$ cat src/rtl/pipeline_pkg.sv
// Shared pipeline definitions: ALU opcodes, bubble control word and
// forward-select encoding used by the ID/EX stage and its forwarding muxes.
package pipeline_pkg;

  localparam logic [2:0] ALU_AND = 3'd0;
  localparam logic [2:0] ALU_OR  = 3'd1;
  localparam logic [2:0] ALU_ADD = 3'd2;
  localparam logic [2:0] ALU_SUB = 3'd6;
  localparam logic [2:0] ALU_SLT = 3'd7;

  typedef struct packed {
    logic reg_write;
    logic mem_read;
    logic mem_write;
    logic mem_to_reg;
  } ex_ctrl_t;

  // A bubble must never write the register file or touch memory.
  localparam ex_ctrl_t CTRL_BUBBLE = '{reg_write: 1'b0, mem_read: 1'b0,
                                       mem_write: 1'b0, mem_to_reg: 1'b0};

  typedef enum logic [1:0] {
    FWD_RF    = 2'd0,
    FWD_EXMEM = 2'd1,
    FWD_MEMWB = 2'd2
  } fwd_sel_e;

endpackage

$ cat src/rtl/fwd_mux.sv
// Operand forwarding for one source register: EX/MEM beats MEM/WB beats the
// register-file value; register 0 is never forwarded.
module fwd_mux
  import pipeline_pkg::*;
#(
  parameter int DATA_W     = 32,
  parameter int REG_ADDR_W = 5
) (
  input  logic [REG_ADDR_W-1:0] src_reg,
  input  logic [DATA_W-1:0]     rf_data,
  input  logic                  exmem_reg_write,
  input  logic [REG_ADDR_W-1:0] exmem_rd,
  input  logic [DATA_W-1:0]     exmem_result,
  input  logic                  memwb_reg_write,
  input  logic [REG_ADDR_W-1:0] memwb_rd,
  input  logic [DATA_W-1:0]     memwb_result,
  output logic [DATA_W-1:0]     fwd_data
);

  logic     exmem_hit_s;
  logic     memwb_hit_s;
  fwd_sel_e sel_s;

  assign exmem_hit_s = exmem_reg_write && (exmem_rd != {REG_ADDR_W{1'b0}}) && (exmem_rd == src_reg);
  assign memwb_hit_s = memwb_reg_write && (memwb_rd != {REG_ADDR_W{1'b0}}) && (memwb_rd == src_reg);

  // Forward source selection, newest producer first
  always_comb begin
    sel_s = FWD_RF;
    if (exmem_hit_s) begin
      sel_s = FWD_EXMEM;
    end else if (memwb_hit_s) begin
      sel_s = FWD_MEMWB;
    end else begin
      sel_s = FWD_RF;
    end
  end

  // Forwarded data mux
  always_comb begin
    fwd_data = rf_data;
    case (sel_s)
      FWD_EXMEM: fwd_data = exmem_result;
      FWD_MEMWB: fwd_data = memwb_result;
      FWD_RF:    fwd_data = rf_data;
      default:   fwd_data = rf_data;
    endcase
  end

endmodule

$ cat src/rtl/id_ex_stage.sv
// ID/EX pipeline register with forwarding, load-use bubble insertion, stall and flush.
// Optional ID_EX_BUBBLE_COUNT_EN adds a 32-bit bubble_count output.
module id_ex_stage
  import pipeline_pkg::*;
#(
  parameter int DATA_W     = 32,
  parameter int REG_ADDR_W = 5,
  parameter int CTRL_W     = 3
) (
  input  logic                  clk,
  input  logic                  reset,
  input  logic                  stall,
  input  logic                  flush,
  input  logic                  id_valid,
  input  logic [DATA_W-1:0]     id_read_data_1,
  input  logic [DATA_W-1:0]     id_read_data_2,
  input  logic [DATA_W-1:0]     id_imm,
  input  logic [REG_ADDR_W-1:0] id_rs,
  input  logic [REG_ADDR_W-1:0] id_rt,
  input  logic [REG_ADDR_W-1:0] id_rd,
  input  logic [CTRL_W-1:0]     id_alu_control,
  input  logic                  id_alu_src,
  input  logic                  id_reg_dst,
  input  logic                  id_reg_write,
  input  logic                  id_mem_read,
  input  logic                  id_mem_write,
  input  logic                  id_mem_to_reg,
  input  logic                  exmem_reg_write,
  input  logic [REG_ADDR_W-1:0] exmem_rd,
  input  logic [DATA_W-1:0]     exmem_result,
  input  logic                  memwb_reg_write,
  input  logic [REG_ADDR_W-1:0] memwb_rd,
  input  logic [DATA_W-1:0]     memwb_result,
  output logic                  ex_valid,
  output logic [DATA_W-1:0]     Read_data_1,
  output logic [DATA_W-1:0]     Data_2,
  output logic [CTRL_W-1:0]     ALU_control,
  output logic [REG_ADDR_W-1:0] ex_write_reg,
  output logic                  ex_reg_write,
  output logic                  ex_mem_read,
  output logic                  ex_mem_write,
  output logic                  ex_mem_to_reg,
  output logic [DATA_W-1:0]     ex_store_data,
  output logic                  load_use_stall
`ifdef ID_EX_BUBBLE_COUNT_EN
  ,
  output logic [31:0]           bubble_count
`endif
);

  logic                  valid_r;
  logic [CTRL_W-1:0]     alu_ctrl_r;
  logic [REG_ADDR_W-1:0] write_reg_r;
  ex_ctrl_t              ctrl_r;
  logic [REG_ADDR_W-1:0] rs_r;
  logic [REG_ADDR_W-1:0] rt_r;
  logic [DATA_W-1:0]     rd1_r;
  logic [DATA_W-1:0]     rd2_r;
  logic [DATA_W-1:0]     imm_r;
  logic                  alu_src_r;
  logic                  hazard_s;
  logic [DATA_W-1:0]     rs_fwd_s;
  logic [DATA_W-1:0]     rt_fwd_s;

  assign hazard_s = valid_r && ctrl_r.mem_read && (write_reg_r != {REG_ADDR_W{1'b0}}) && id_valid &&
                    ((write_reg_r == id_rs) || (write_reg_r == id_rt));
  // A held stage must not also inject a bubble.
  assign load_use_stall = hazard_s && !stall;

  // Stage register: reset > flush > stall > load-use bubble > normal load
  always_ff @(posedge clk) begin
    if (reset || flush || (!stall && load_use_stall)) begin
      valid_r     <= 1'b0;
      alu_ctrl_r  <= CTRL_W'(ALU_ADD);
      write_reg_r <= {REG_ADDR_W{1'b0}};
      ctrl_r      <= CTRL_BUBBLE;
      rs_r        <= {REG_ADDR_W{1'b0}};
      rt_r        <= {REG_ADDR_W{1'b0}};
      rd1_r       <= {DATA_W{1'b0}};
      rd2_r       <= {DATA_W{1'b0}};
      imm_r       <= {DATA_W{1'b0}};
      alu_src_r   <= 1'b0;
    end else if (!stall) begin
      valid_r     <= id_valid;
      alu_ctrl_r  <= id_alu_control;
      write_reg_r <= id_reg_dst ? id_rd : id_rt;
      ctrl_r      <= '{reg_write:  id_reg_write  & id_valid,
                       mem_read:   id_mem_read   & id_valid,
                       mem_write:  id_mem_write  & id_valid,
                       mem_to_reg: id_mem_to_reg & id_valid};
      rs_r        <= id_rs;
      rt_r        <= id_rt;
      rd1_r       <= id_read_data_1;
      rd2_r       <= id_read_data_2;
      imm_r       <= id_imm;
      alu_src_r   <= id_alu_src;
    end
  end

  fwd_mux #(.DATA_W(DATA_W), .REG_ADDR_W(REG_ADDR_W)) u_fwd_rs (
    .src_reg         (rs_r),
    .rf_data         (rd1_r),
    .exmem_reg_write (exmem_reg_write),
    .exmem_rd        (exmem_rd),
    .exmem_result    (exmem_result),
    .memwb_reg_write (memwb_reg_write),
    .memwb_rd        (memwb_rd),
    .memwb_result    (memwb_result),
    .fwd_data        (rs_fwd_s)
  );

  fwd_mux #(.DATA_W(DATA_W), .REG_ADDR_W(REG_ADDR_W)) u_fwd_rt (
    .src_reg         (rt_r),
    .rf_data         (rd2_r),
    .exmem_reg_write (exmem_reg_write),
    .exmem_rd        (exmem_rd),
    .exmem_result    (exmem_result),
    .memwb_reg_write (memwb_reg_write),
    .memwb_rd        (memwb_rd),
    .memwb_result    (memwb_result),
    .fwd_data        (rt_fwd_s)
  );

  assign ex_valid      = valid_r;
  assign ALU_control   = alu_ctrl_r;
  assign ex_write_reg  = write_reg_r;
  assign ex_reg_write  = ctrl_r.reg_write;
  assign ex_mem_read   = ctrl_r.mem_read;
  assign ex_mem_write  = ctrl_r.mem_write;
  assign ex_mem_to_reg = ctrl_r.mem_to_reg;
  assign Read_data_1   = rs_fwd_s;
  assign Data_2        = alu_src_r ? imm_r : rt_fwd_s;
  assign ex_store_data = rt_fwd_s;

`ifdef ID_EX_BUBBLE_COUNT_EN
  logic        bubble_load_s;
  logic [31:0] bubble_count_r;

  assign bubble_load_s = flush || load_use_stall;

  // Bubble counter, wraps naturally at 2^32
  always_ff @(posedge clk) begin
    if (reset) begin
      bubble_count_r <= 32'd0;
    end else if (bubble_load_s) begin
      bubble_count_r <= bubble_count_r + 32'd1;
    end
  end

  assign bubble_count = bubble_count_r;
`endif

endmodule

$ cat config.mk
export PLATFORM = sky130hd
export DESIGN_NAME = id_ex_stage
export DESIGN_NICKNAME = d
export VERILOG_FILES = /design/src/rtl/pipeline_pkg.sv /design/src/rtl/fwd_mux.sv /design/src/rtl/id_ex_stage.sv
export SDC_FILE = /design/constraint.sdc
export NUM_CORES = 1
export LEC_CHECK = 0
export CAP_MARGIN = 25
export CORE_MARGIN = 1.5
export CORE_UTILIZATION = 39
export CTS_CLUSTER_SIZE = 30
export DETAILED_ROUTE_END_ITERATION = 6
export HOLD_SLACK_MARGIN = 0.02
export PLACE_DENSITY = 0.76
export SYNTH_ARGS = -nofsm -noshare
export SYNTH_HDL_FRONTEND = slang
export SYNTH_SLANG_ARGS = --single-unit
$ cat constraint.sdc
create_clock -name clk -period 2.4 [get_ports clk]
set_input_delay 0.24 -clock clk [delete_from_list [all_inputs] [get_ports clk]]
set_output_delay 0.24 -clock clk [all_outputs]
set_load 0.05 [all_outputs]
# == After elaboration in Yosys (flattened, before gate mapping) ==
# Cells that the tools add are included.
# Widths: inputs -> output; s select.
# totals
ff_bits,120
latch_bits,0
ram_bits,0
romBits,0
word_cells,54
mem_count,0
# classes
add_sub_neg,0
multipliers,0
div_mod_pow,0
n_lt_le_gt_ge,0
n_eq_ne,10
shifts,0
muxes,8
bitwise,4
n_reduce_logical,19
# ops
cell,n
$pmux 32 s2,2
$mux 32,1
$eq 5x5->1,6
$reduce_bool 5->1,3
$logic_and 1x1->1,12
$mux 2,4
$mux 5,1
$and 1x1->1,4
$eq 2x1->1 const B,2
$eq 2x2->1 const B,2
$logic_or 1x1->1,3
$logic_not 1->1,1

# == Longest topological paths before layout ==
# Gate-level depths: netlist of the first run.
# depth
word_depth,8
ltp_mapped,7
ltp_nobuf,5

# == Hierarchy ==
# Synthesis of the first run repeated with hierarchy kept, for this count alone.
# hier_totals
cells_unflattened,848
area_unflattened_um2,8852.2
# by_module_without_submodules
module,n_inst,cells_each,area_per_inst_um2,seq_area_each_um2
id_ex_stage,1,488,5811.8,2402.3
fwd_mux,2,180,1520.2,0.0

# == Worst setup path after synthesis of the first run ==
# No wires, ideal clock.
# synth_path
path_type,input-to-output
startpoint,input port memwb_rd[0]
endpoint,output port Data_2[2]
arrival_ps,2756
t_required_ps,2160
slack_ps,-596
cell_stages,6
path_buffers,1
cell_sequence,or4_4 > o211ai_4 > buf_4 > o21ai_0 > a31oi_1 > mux2_1
# synth_via
elab_chain_cells,8
# synth_rtl
element,line_no,source
start: declaration,id_ex_stage.sv:32,"input logic [REG_ADDR_W-1:0] memwb_rd,"
$reduce_bool 5->1,fwd_mux.sv:25,assign memwb_hit_s = memwb_reg_write && (memwb_rd != {REG_ADDR_W{1'b0}}) && (memwb_rd == src_reg);
$logic_and 1x1->1,fwd_mux.sv:25,
$logic_and 1x1->1 *,fwd_mux.sv:25,
$mux 2 *,fwd_mux.sv:32,end else if (memwb_hit_s) begin
$mux 2 *,fwd_mux.sv:30,if (exmem_hit_s) begin
$eq 2x2->1 / $eq 2x1->1 (equally long branches),fwd_mux.sv:42,case (sel_s)
$pmux 32 s2 *,fwd_mux.sv:42,
net ex_store_data[2],id_ex_stage.sv:43,"output logic [DATA_W-1:0] ex_store_data,"
$mux 32 *,id_ex_stage.sv:132,assign Data_2 = alu_src_r ? imm_r : rt_fwd_s;
end: declaration,id_ex_stage.sv:36,"output logic [DATA_W-1:0] Data_2,"
# The timed path passes the listed nets; every way through them passes the cells marked *.

# == Final worst setup path of the first run ==
# layout_path
startpoint,register rt_r[4]
endpoint,output port ex_store_data[17]
# layout_via
elab_chain_cells,6
# layout_rtl
element,line_no,source
start: declaration,id_ex_stage.sv:56,logic [REG_ADDR_W-1:0] rt_r;
start signal: assignment,id_ex_stage.sv:78,rt_r <= {REG_ADDR_W{1'b0}};
start signal: assignment,id_ex_stage.sv:92,rt_r <= id_rt;
$eq 5x5->1,fwd_mux.sv:25,
$logic_and 1x1->1,fwd_mux.sv:25,
$mux 2,fwd_mux.sv:32,
$mux 2 *,fwd_mux.sv:30,
$eq 2x2->1 / $eq 2x1->1 (equally long branches),fwd_mux.sv:42,
$pmux 32 s2 *,fwd_mux.sv:42,
end: declaration,id_ex_stage.sv:43,
# Every way passes the cells marked *; elsewhere a longest branch is shown, timed or not.

==> results of run 1 <==
## worst max-delay path, stage by stage (launching register included)
cell                       delay (ps)
sky130_fd_sc_hd__dfxtp_4          370
sky130_fd_sc_hd__xnor2_4          190
sky130_fd_sc_hd__o211ai_4         110
sky130_fd_sc_hd__buf_12           170
sky130_fd_sc_hd__buf_12           140
sky130_fd_sc_hd__or2_4            320
sky130_fd_sc_hd__buf_6            140
sky130_fd_sc_hd__a221oi_4         340
sky130_fd_sc_hd__nor2_1           100
sky130_fd_sc_hd__buf_6            170
## what timing repair did
action | CTS | global route
gates cloned | 15 | 1
resized for setup | 271 | 70
buffers inserted | 25 | 4
pin swaps | 50 | 37
endpoints found under the setup margin | 96 | 96
## cell usage after synthesis, types with 10 or more instances
cell / number / area [um^2]
sky130_fd_sc_hd__nor3_1: 29 / 145
sky130_fd_sc_hd__dfxtp_1: 120 / 2400
sky130_fd_sc_hd__mux2i_1: 146 / 1460
sky130_fd_sc_hd__o21ai_0: 29 / 145
sky130_fd_sc_hd__inv_1: 27 / 101
sky130_fd_sc_hd__buf_2: 10 / 50.1
sky130_fd_sc_hd__or3_1: 27 / 169
sky130_fd_sc_hd__nor2_1: 173 / 649
sky130_fd_sc_hd__clkbuf_1: 40 / 150
sky130_fd_sc_hd__mux2_2: 24 / 270
sky130_fd_sc_hd__a31oi_2: 11 / 138
sky130_fd_sc_hd__a31oi_1: 16 / 100
sky130_fd_sc_hd__a21oi_1: 38 / 190
sky130_fd_sc_hd__xnor2_1: 15 / 131
sky130_fd_sc_hd__xor2_1: 14 / 123
## report_power, final
group	switching, mW	internal (mW)
combinational	0.986	1.07
clock	0.957	1.60
sequential	0.0605	2.06
total	2.00	4.73
## per-stage QoR
stage | utilization, % | cells
2_1_floorplan | - | 779
6_report | 85.8 | 1395
3_5_place_dp | 71.3 | 1325
3_3_place_gp | 71.3 | 1325
5_1_grt | 85.8 | 1395
4_1_cts | 83.6 | 1391
## logic make-up after synthesis
logic type,Yosys count
buffers and inverters,90
XOR/XNOR,30
multiplexers,173
AND/OR/NAND/NOR,253
flip-flops,120
AO/OA/AOI/OAI,113
## worst paths after layout
path                             to            start  slack (ps)
setup reg to reg     ALU_control[1]  ex_write_reg[0]         330
hold reg to reg      ALU_control[1]   ALU_control[1]         480
hold / removal      ex_write_reg[0]            stall         190
setup / recovery  ex_store_data[17]          rt_r[4]        -320
## cell type report
| cell class | count | area, um^2 | area share, % |
|---|---|---|---|
| Clock inverter | 9 | 97.6 | 0.681 |
| Multi-Input combinational cell | 569 | 5410 | 37.8 |
| Timing Repair Buffer | 424 | 5540 | 38.7 |
| Clock buffer | 23 | 478 | 3.34 |
| Tap cell | 220 | 275 | 1.92 |
| Antenna cell | 3 | 7.51 | 0.0524 |
| Inverter | 27 | 101 | 0.707 |
| Sequential cell | 120 | 2420 | 16.9 |
## layer usage
layer | global-route usage, % | share of wire, % | vias up
li1 | - | - | 3491
met5 | 0 | 0 | -
met3 | 10.0 | 6.8 | 111
met4 | 20.5 | 4.9 | 0
met1 | 37.5 | 37 | 3883
met2 | 61.1 | 52 | 402
==> impl_summary.md, run 1 <==
Routing
The routed layout has 7,887 vias. Dividing the detail-routed via count by the number of cells gives 5.65. The routed wirelength normalized by instance count is 23.9 um. For this run, design rule violations remaining after detail routing come to 0. Summed over all layers, the routed wires come to 33,300 um.

The first detailed-routing pass took 5 iterations. The iteration-0 DRC count of the detailed router is 488. The count of nets left with antenna violations once routing finished came out at 0.

Clock network
The maximum level of the CTS H-tree is 4. For this design, the CTS-stage hold fixing added 0 buffers. TritonCTS created 17 clock buffers.

The number of clock sinks is 120. The clock latency on the worst-skew pair is 420 ps. Clock-pin slew was measured on the worst setup and hold paths at 60 ps. The number of buffers between clock root and the deepest sink is 2.

CTS placed an instance of sky130_fd_sc_hd__clkbuf_16 at the clock tree root. The TritonCTS clock tree is done.

Die
The width of the die is 134 um. The floorplan has 47 rows. The floorplan step defined a die boundary enclosing 18,000 um^2. In this run the standard cell core region covers 16,700 um^2.

The top-level port count is 311. For this configuration, the core starts out at a cell density of 40.2%. The height of the chip is 134 um.

Synthesis
Counting flops and latches in the post-synthesis netlist gives 120. The synthesized area per cell is 8.62 um^2. The share of the synthesized area in compound gates (AO/OA/AOI/OAI) is 11.0%. The count of warnings emitted by yosys is 0. For this run, asynchronously set or reset flops after synthesis account for 0%.

The post-synthesis adder-cell area fraction is 0%. Yosys mapped the design onto 39 distinct sky130hd cell types. The share of cell area taken by muxes after synthesis is 26.3%. Summing every instance area after synthesis gives 6710 um^2.

The area share of and/or/nand/nor cells after synthesis is 16.9%. The gate count after technology mapping is 779. Summing the sequential cell areas from Yosys gives 35.8% of the chip area. Summing the areas of all xor and xnor instances in the mapped netlist gives 4.03% of the synthesized area. The net count after synthesis is 980. The main flop type after synthesis is sky130_fd_sc_hd__dfxtp_1. The number of flops mapped to enable cells by yosys is 0. After synthesis, the largest family of logic cells by area is multiplexers.

GRT
The initial antenna violation count is 3. The total global routing overflow is 0. The largest net degree at the start of global routing is 73.

The first global-routing pass estimated 47,400 um of wire. The number of global-route vias before repair is 8,365. The global routing usage summed across all routing layers is 35.0%.

Worst setup path
The worst endpoint required time is 2160 ps. The kind of critical path is reg -> out. STA classifies the critical path startpoint as a register. The data arrival at the endpoint of the critical path is 2480 ps. Measured in cells, the most critical reg-to-reg path has a length of 5.

The worst setup path is captured at an output pin. The top fanout value on the critical path is 6.

Power
Summed over all cells, the static leakage comes to 5.68 nW. Total power for the finished layout comes to 6.73 mW. The worst supply voltage drop on vdd is 0.581 mV. Power spread over the standard cell area amounts to 470 nW/um^2.

Hold path
In this run the worst hold path is classified as in -> reg. The number of instances on the worst hold path is 3.

Cells and area
Compared with the post-synthesis result, the final layout area differs by 114%. The share of post-route cells with drive strength above 1 is 39.3%. The final standard cell area without fillers is 14,300 um^2. The final net count is 1,360. The fill cell instance count of the final layout is 815. In the final layout, the registers with the most flip-flops are imm_r (32), rd1_r (32), rd2_r (32).

The most frequent standard cell in the layout excluding fill and tap cells is sky130_fd_sc_hd__clkdlybuf4s50_1. In the layout the commonest cells are sky130_fd_sc_hd__clkdlybuf4s50_1 (204), sky130_fd_sc_hd__nor2_1 (151), sky130_fd_sc_hd__mux2i_1 (117).

Place
After legalization and detailed placement, the total HPWL measured 18,900 um. After detailed placement, the total cell area comes to 11,900 um^2. The post-place setup slack is -409 ps. The number of port buffers is 310.

The final estimated routing congestion in global placement is 0.923.

Timing
Clock skew on the completed layout was measured at 6.65 ps. The number of slew-limit violations in the final report was 0. The final hold violation count was 0. At the pin with the least slew margin, the transition time is 979 ps.

Setup repair after global routing could not meet its margin everywhere. For the finished layout, the period the worst path requires is 2720 ps. The number of setup violations in the final report is 96.

The maximum operating frequency is 368 MHz. Once routing completed, OpenROAD measured the worst setup slack at -315 ps. The ratio of final minimum period to clock period is 113%. Measured against its own limit, the worst slew margin works out to 34.7%. Across all hold checks on the routed design, the worst slack comes to 190 ps. The sum of negative setup slack is -20,420 ps.

Status
The checks that failed: negative setup slack. The run finished, with violations left.

Flow run
Max-cap violations in this run came to 0.
Note: power is estimated with default switching activity, not from simulation.
==> run 2: changes to the inputs <==
Settings changed: CORE_UTILIZATION 39 to 46, PLACE_DENSITY 0.76 to 0.81, REMOVE_ABC_BUFFERS set to 1, SYNTH_HIERARCHICAL set to 1.
==> run 2 against run 1 <==
Effect of this change:
- the flow still finishes with violations (negative setup slack)
- clock skew rose by 4.4 ps
- setup slack worse by 490 ps
- register-to-register slack about the same
- fmax down 15%
- via count increased by 43%
- first-iteration DRC count grew to 3.1 times the previous value
- global-route usage increased by 6.6 points
- design area grew 22%
- largest power group is now combinational cells
==> impl_summary.md, run 2 <==
Status
The run finished, with violations left. The final reports fail on negative setup slack.

Hold path
The number of instances on the worst hold path is 3. The end point of the most critical hold path is imm_r[18]. The path type of the worst min-delay path is in -> reg.

In this run the most critical hold path is launched from stall.

Worst setup path
The kind of critical path is reg -> out. STA classifies the critical path endpoint as an output pin. The worst register-to-register path begins at ex_write_reg[3].

The slack of the worst reg-to-reg path is 340 ps. STA classifies the critical path startpoint as a register. In this run the critical register-to-register path is captured at imm_r[22]. The depth of the most critical reg-to-reg path is 5.

STA puts the critical path data required time at 2160 ps. The top fanout value on the critical path is 6. STA puts the critical path data arrival time at 2960 ps.

Die
For this configuration, the core starts out at a cell density of 47.2%. The total core area is 18,800 um^2. The number of core rows is 50.

The floorplan step defined a die boundary enclosing 20,100 um^2. The top-level port count is 311. The height of the chip is 142 um.

The width of the die is 142 um.

Synthesis
Counting flops with a built-in enable in the synthesized netlist gives 0. Among all cell types in the netlist, the one instantiated most often is sky130_fd_sc_hd__dfxtp_1. In the synthesized netlist the async set-or-reset flop fraction comes to 0%. The synthesized area per cell is 10.4 um^2. The top cell type by area accounts for 27.1% of the synthesized area. After synthesis, the netlist uses 38 different library cells. In the synthesized netlist the dominant register cell turns out to be sky130_fd_sc_hd__dfxtp_1. For this run, the register share of the synthesized area comes to 27.1%. Sorting the synthesized cells by area gives the leading types as sky130_fd_sc_hd__dfxtp_1 (27%), sky130_fd_sc_hd__mux2i_1 (13%), sky130_fd_sc_hd__a211oi_2 (12%). The commonest cells after synthesis are sky130_fd_sc_hd__dfxtp_1 (120), sky130_fd_sc_hd__mux2i_1 (114), sky130_fd_sc_hd__a211oi_2 (84). The gate count after technology mapping is 848.

The biggest area consumer among synthesized cells is sky130_fd_sc_hd__dfxtp_1. The count of warnings emitted by yosys is 6. The total of flip-flops plus latches after synthesis is 120.

The synthesized netlist occupies a cell area of 8850 um^2.

Timing
The worst slew margin relative to its limit is 35.0%. At the pin with the least slew margin, the transition time is 966 ps. The final hold violation count was 0.

Based on the critical path, the design can be clocked at up to 312 MHz. The number of slew-limit violations in the final report is 0. Of the available clock period, the critical path in the final layout requires 133%. The sum of negative setup slack is -43,190 ps. Setup repair after global routing could not meet its margin everywhere. The worst setup margin is -800 ps. The shortest period the worst path allows is 3200 ps.

The clock arrives with 11.1 ps of skew. Setup violations remaining at the end of the flow were counted as 96.

Clock network
TritonCTS built the clock tree. CTS placed an instance of sky130_fd_sc_hd__clkbuf_16 at the clock tree root. In this run, CTS created clock tree buffers numbering 17. The number of clock sinks is 120. CTS built an H-tree with a depth of 4. The clock-pin slew on the worst setup and hold paths is 60 ps. The number of buffers between clock root and the deepest sink is 2.

Clock latency on the worst-skew pair, taken at its later pin, is 450 ps.

Cells and area
In the layout the commonest cells are sky130_fd_sc_hd__clkdlybuf4s50_1 (203), sky130_fd_sc_hd__mux2i_1 (114), sky130_fd_sc_hd__buf_12 (114). The largest registers in the layout are imm_r (32), rd1_r (32), rd2_r (32). The final standard cell area without fillers is 17,500 um^2. Of the cells placed in the final design, the portion with a size suffix greater than 1 is 54.9%.

The final net count is 1,452. Leaving out fill and tap cells, the most frequent cell in the layout is sky130_fd_sc_hd__clkdlybuf4s50_1. Compared with the post-synthesis result, the final layout area differs by 97.4%.

Place
Input and output buffers added on the ports amount to 310. At the end of routability-driven placement, the weighted congestion stood at 0.871. The placed instance area is 13,700 um^2. Once detailed placement completed, the half-perimeter wirelength came to 23,300 um.

GRT
The global-route wire length before repair is 63,600 um. Entering global routing, the biggest net connects 77 pins. For this run the aggregate overflow at the end of global routing stands at 0. The global routing usage summed across all routing layers is 41.6%. The number of global-route vias before repair is 10,700. The initial antenna violation count is 7.

Routing
The routed wire length is 54,700 um. The number of search-and-repair iterations in the first detailed-routing pass is 6. The detail route stage leaves a number of antenna-violating nets equal to 0.

After detailed routing, the average wire length per cell comes to 36.4 um. The number of remaining DRC errors is 0. Detailed routing inserted a total of 11,300 vias.

The detailed router finished its first iteration with 1,515 violations. Using the TritonRoute via totals, the vias-per-cell ratio works out to 7.50.

Flow run
The tool flagged a number of max-cap violations equal to 0.

Power
The worst supply voltage drop on vdd is 0.633 mV. The power per standard cell area is 432 nW/um^2. The static leakage power is 6.09 nW.
## run 2: cell families after synthesis
logic type | count (synthesis) | synth area share, %
AOI/OAI and AO/OA | 264 | 30.3
and+or+nand+nor | 171 | 14.5
muxes | 147 | 17.1
DFF | 120 | 27.1
buffers and inverters | 120 | 8.34
xor gates and xnor gates | 26 | 2.57
## run 2: repair_timing
item                                    4_1_cts  5_1_grt
hold buffers                                  0        0
gates cloned                                  9        8
pin swaps                                    96       53
resized for setup                           295      179
setup buffers                                30       18
endpoints found under the setup margin       96       96
## run 2: how the worst max path moves through the flow
| stage | to | cells past startpoint | start | slack [ps] |
|---|---|---|---|---|
| after global placement | Data_2[14] | 8 | exmem_rd[2] | -340 |
| final | Data_2[28] | 10 | rt_r[4] | -800 |
| after floorplan | load_use_stall | 3 | ex_write_reg[2] | -3450 |
| after detailed placement | Data_2[0] | 8 | memwb_rd[1] | -420 |
| after global routing | Data_2[28] | 10 | rt_r[2] | -920 |
| after CTS | Data_2[11] | 8 | rt_r[1] | -500 |
## run 2: layout make-up
type | instances | area, um^2
antenna | 5 | 12.5
clock inverter | 12 | 80.1
sequential | 120 | 2430
tap | 234 | 293
fill | 540 | 1290
multi-input combinational | 608 | 7690
clock buffer | 19 | 453
timing repair buffer | 504 | 6510
## run 2: power breakdown
group          switching (mW)  internal [mW]  total [mW]
combinational            1.53           1.37        2.91
sequential             0.0824           2.05        2.13
clock                    1.15           1.36        2.51
## run 2: metal layers
| metal | global-route usage, % | up-vias | share of wire (%) | routed length (um) |
|---|---|---|---|---|
| met5 | 0 | - | 0.044 | 24 |
| met4 | 27.7 | 4 | 10 | 5450 |
| met3 | 10.9 | 469 | 13 | 7090 |
| met2 | 70.0 | 1189 | 44 | 24200 |
| met1 | 46.2 | 5351 | 33 | 18000 |
| li1 | - | 4259 | - | - |
## run 2: worst max-delay path: stages (launching register included)
cell,delay [ps]
sky130_fd_sc_hd__dfxtp_2,350
sky130_fd_sc_hd__nor2_2,200
sky130_fd_sc_hd__a21oi_4,100
sky130_fd_sc_hd__buf_12,140
sky130_fd_sc_hd__buf_12,140
sky130_fd_sc_hd__buf_12,130
sky130_fd_sc_hd__buf_8,120
sky130_fd_sc_hd__o31ai_2,660
sky130_fd_sc_hd__a31oi_4,190
sky130_fd_sc_hd__mux2_4,330
sky130_fd_sc_hd__buf_12,150
## run 2: stage by stage
stage | instances | worst slack [ps] | hold slack (ps) | util, % | total power [mW]
3_5_place_dp | 1405 | -417 | 527 | 72.9 | 4.21
4_1_cts | 1474 | -497 | 290 | 86.4 | 6.95
2_1_floorplan | 728 | -3450 | 426 | - | 3.01
3_3_place_gp | 1405 | -343 | 523 | 72.9 | 4.18
5_1_grt | 1499 | -920 | 347 | 93.1 | 7.62
6_report | 1502 | -800 | 337 | 93.1 | 7.55
==> run 3: changes to the inputs <==
Settings changed: CORE_MARGIN 1.5 to not set.
==> run 3 against run 2 <==
Effect of this change:
- final cell count hardly changed
- via count is 3.8% lower
- clock power is 2% higher
- die area is 1.4% lower
- count of clock-buffer cells in the layout is 7 higher
- hold slack better by 13 ps
- setup slack better by 23 ps
- wire length is 6.1% lower
- the flow still finishes with violations (negative setup slack)
- sequential share of layout area is 0.34 points higher
- sequential power hardly changed
- fmax is 0.71% higher
- global-route usage is 4.0 points lower
==> impl_summary.md, run 3 (synthesis results as in run 2) <==
Die
Measured along the x axis, the die boundary spans 141 um. The total core area is 18,800 um^2. The floorplan step set the die height to 141 um. The initial core utilization is 47.2%. After floorplanning, the core was divided into 50 placement rows. For this design the top-level I/O count stands at 311. The floorplan step defined a die boundary enclosing 19,800 um^2.

Clock network
CTS saw 120 sinks. The number of buffers inserted by hold repair at cts is 0. The buffer type at the clock tree root is sky130_fd_sc_hd__clkbuf_16.

Counting the buffers created by CTS gives 17. The TritonCTS clock tree is done. The number of buffers between clock root and the deepest sink is 2. The H-tree was split into 4 levels. Clock latency on the worst-skew pair, taken at its later pin, is 430 ps. The clock-pin slew on the worst setup and hold paths is 60 ps.

Place
The post-place setup slack is -412 ps. The detailed-placement wirelength estimate is 23,300 um. The number of port buffers is 310. Once placement completed, the tool counted placed cells totaling 1,413. The final estimated routing congestion in global placement is 0.884.

Hold path
The path type of the worst min-delay path is in -> reg.

Power
The power per standard cell area is 437 nW/um^2. The sum of internal, switching and leakage power is 7.42 mW. The static leakage power is 5.99 nW. The worst-case IR drop observed on VDD is 0.575 mV.

Timing
The tightest hold margin is 351 ps. The number of setup violations in the final report is 165. Setup repair after global routing could not meet its margin everywhere. Setup slack on the critical path of the routed design comes to -778 ps. The final hold violation count is 0. The worst path uses 132% of the clock period. The worst path in the final design needs a cycle of 3180 ps, including I/O delays and setup.

The number of slew-limit violations in the final report is 0. The pin slew with the least headroom to its limit is 1350 ps. Setup total negative slack on the finished layout was measured at -53,910 ps.

The maximum operating frequency is 315 MHz. The worst clock skew is 8.60 ps. Headroom to the max-slew limit came out at 9.39%.

Flow run
Max-cap violations in this run came to 0.

GRT
The global-route wire length before repair is 57,300 um. The initial antenna violation count came to 7. The total global routing overflow is 0. The largest net degree at the start of global routing is 91. The number of global-route vias before repair is 9,944. Global routing used 37.6% of the available tracks.

Routing
The iteration-0 DRC count of the detailed router is 1,337. The count of vias placed by the detailed router is 10,800. The number of remaining DRC errors is 0. The detail-routed via count per cell is 7.23. The routed wire length is 51,400 um. In the final routed layout, each cell accounts on average for 34.2 um.

In this run the remaining antenna-violating nets after routing total 0. The number of search-and-repair iterations in the first detailed-routing pass is 5.

Worst setup path
The critical path capture point type is an output pin. The signal on the critical path passes through clkdlybuf4s50_1 > xnor2_4 > nand2_4 > buf_12 > buf_4 > buf_4 > o31ai_2 > a31oi_4 > mux2_4 > buf_12. The kind of critical path is in -> out. The family with the most delay on the worst path is buffers and inverters. Counting both buffers and inverters, the worst setup path holds a total of 5. On the critical path, the stage with the largest delay is an instance of sky130_fd_sc_hd__clkdlybuf4s50_1. On the worst path, the slowest cell contributes a delay of 650 ps. The top fanout value on the critical path is 8. STA classifies the critical path startpoint as an input port. For the worst setup path, the data required time is 2160 ps.

At the worst endpoint, the arrival time is 2940 ps.

Status
The final reports fail on negative setup slack. The run finished, with violations left.

Cells and area
The growth of design area from synthesis to finish is 91.9%. The number of non-filler instances in the completed layout is 1,501. The share of post-route cells with drive strength above 1 is 52.7%. After the last flow step, the layout net total stands at 1,454.

Counting the fill cells in the layout gives 674. The largest registers in the layout are imm_r (32), rd1_r (32), rd2_r (32). The most frequent standard cell in the layout excluding fill and tap cells is sky130_fd_sc_hd__clkdlybuf4s50_1.

In the layout the commonest cells are sky130_fd_sc_hd__clkdlybuf4s50_1 (205), sky130_fd_sc_hd__buf_12 (117), sky130_fd_sc_hd__mux2i_1 (114).
==> run 3: changes by cell type in the layout (fill, tap and decap cells not counted), sizes merged, moves of 2 or more <==
cell | previous run | this run
clkinvlp | 8 | 0
clkdlybuf4s50 | 203 | 205
clkinv | 4 | 2
dlymetal6s2s | 5 | 2
buf | 285 | 283
clkbuf | 26 | 36
==> run 3: what timing repair did <==
action	CTS	global route
cloned	2	11
buffers inserted	7	37
gates resized for setup	155	240
setup endpoints to repair	96	96
pin swaps	43	66
==> run 3: worst register-to-register path, stage by stage, from the launching register on <==
cell and delay, ps:
sky130_fd_sc_hd__dfxtp_1 380, sky130_fd_sc_hd__nor3_1 1090, sky130_fd_sc_hd__a21oi_4 210, sky130_fd_sc_hd__buf_12 260, sky130_fd_sc_hd__buf_12 220, sky130_fd_sc_hd__a211oi_1 460
==> run 3: layout make-up <==
| cell class | count | area, um^2 | share of cell area [%] |
|---|---|---|---|
| antenna | 4 | 10.0 | 0.0589 |
| clock buffer | 26 | 509 | 3.00 |
| clock inverter | 3 | 40.0 | 0.236 |
| multi-input combinational | 608 | 7330 | 43.1 |
| sequential | 120 | 2430 | 14.3 |
| tap | 234 | 293 | 1.72 |
| timing repair buffer | 506 | 6390 | 37.6 |
==> run 3: per-layer routing <==
layer,global-route usage (%),part of all wire (%)
met1,43.8,34
met2,64.7,46
met3,8.53,12
met4,18.9,8.6
met5,0,0.074
==> run 3: per-stage QoR <==
| step | cell area (um^2) | utilization (%) |
|---|---|---|
| after floorplan | 8110 | - |
| after global placement | 13800 | 73.4 |
| after detailed placement | 13800 | 73.4 |
| after CTS | 15200 | 81.1 |
| after global routing | 17000 | 90.5 |
| final | 17000 | 90.5 |
==> run 3: final timing paths <==
check | from | end | slack [ps] | cells past startpoint
worst max-delay path | memwb_rd[1] | Data_2[31] | -780 | 10
worst min-delay path | stall | ex_valid | 350 | 3
worst max register to register | ex_write_reg[0] | imm_r[2] | -370 | 5
worst min register to register | imm_r[3] | imm_r[3] | 540 | 2
==> run 3: power by group <==
group	total (mW)	internal, mW	leakage (nW)	switching [mW]
Combinational	2.74	1.31	4.73	1.43
Clock	2.56	1.55	0.272	1.01
Sequential	2.13	2.06	0.984	0.0716
Total	7.42	4.91	5.99	2.51
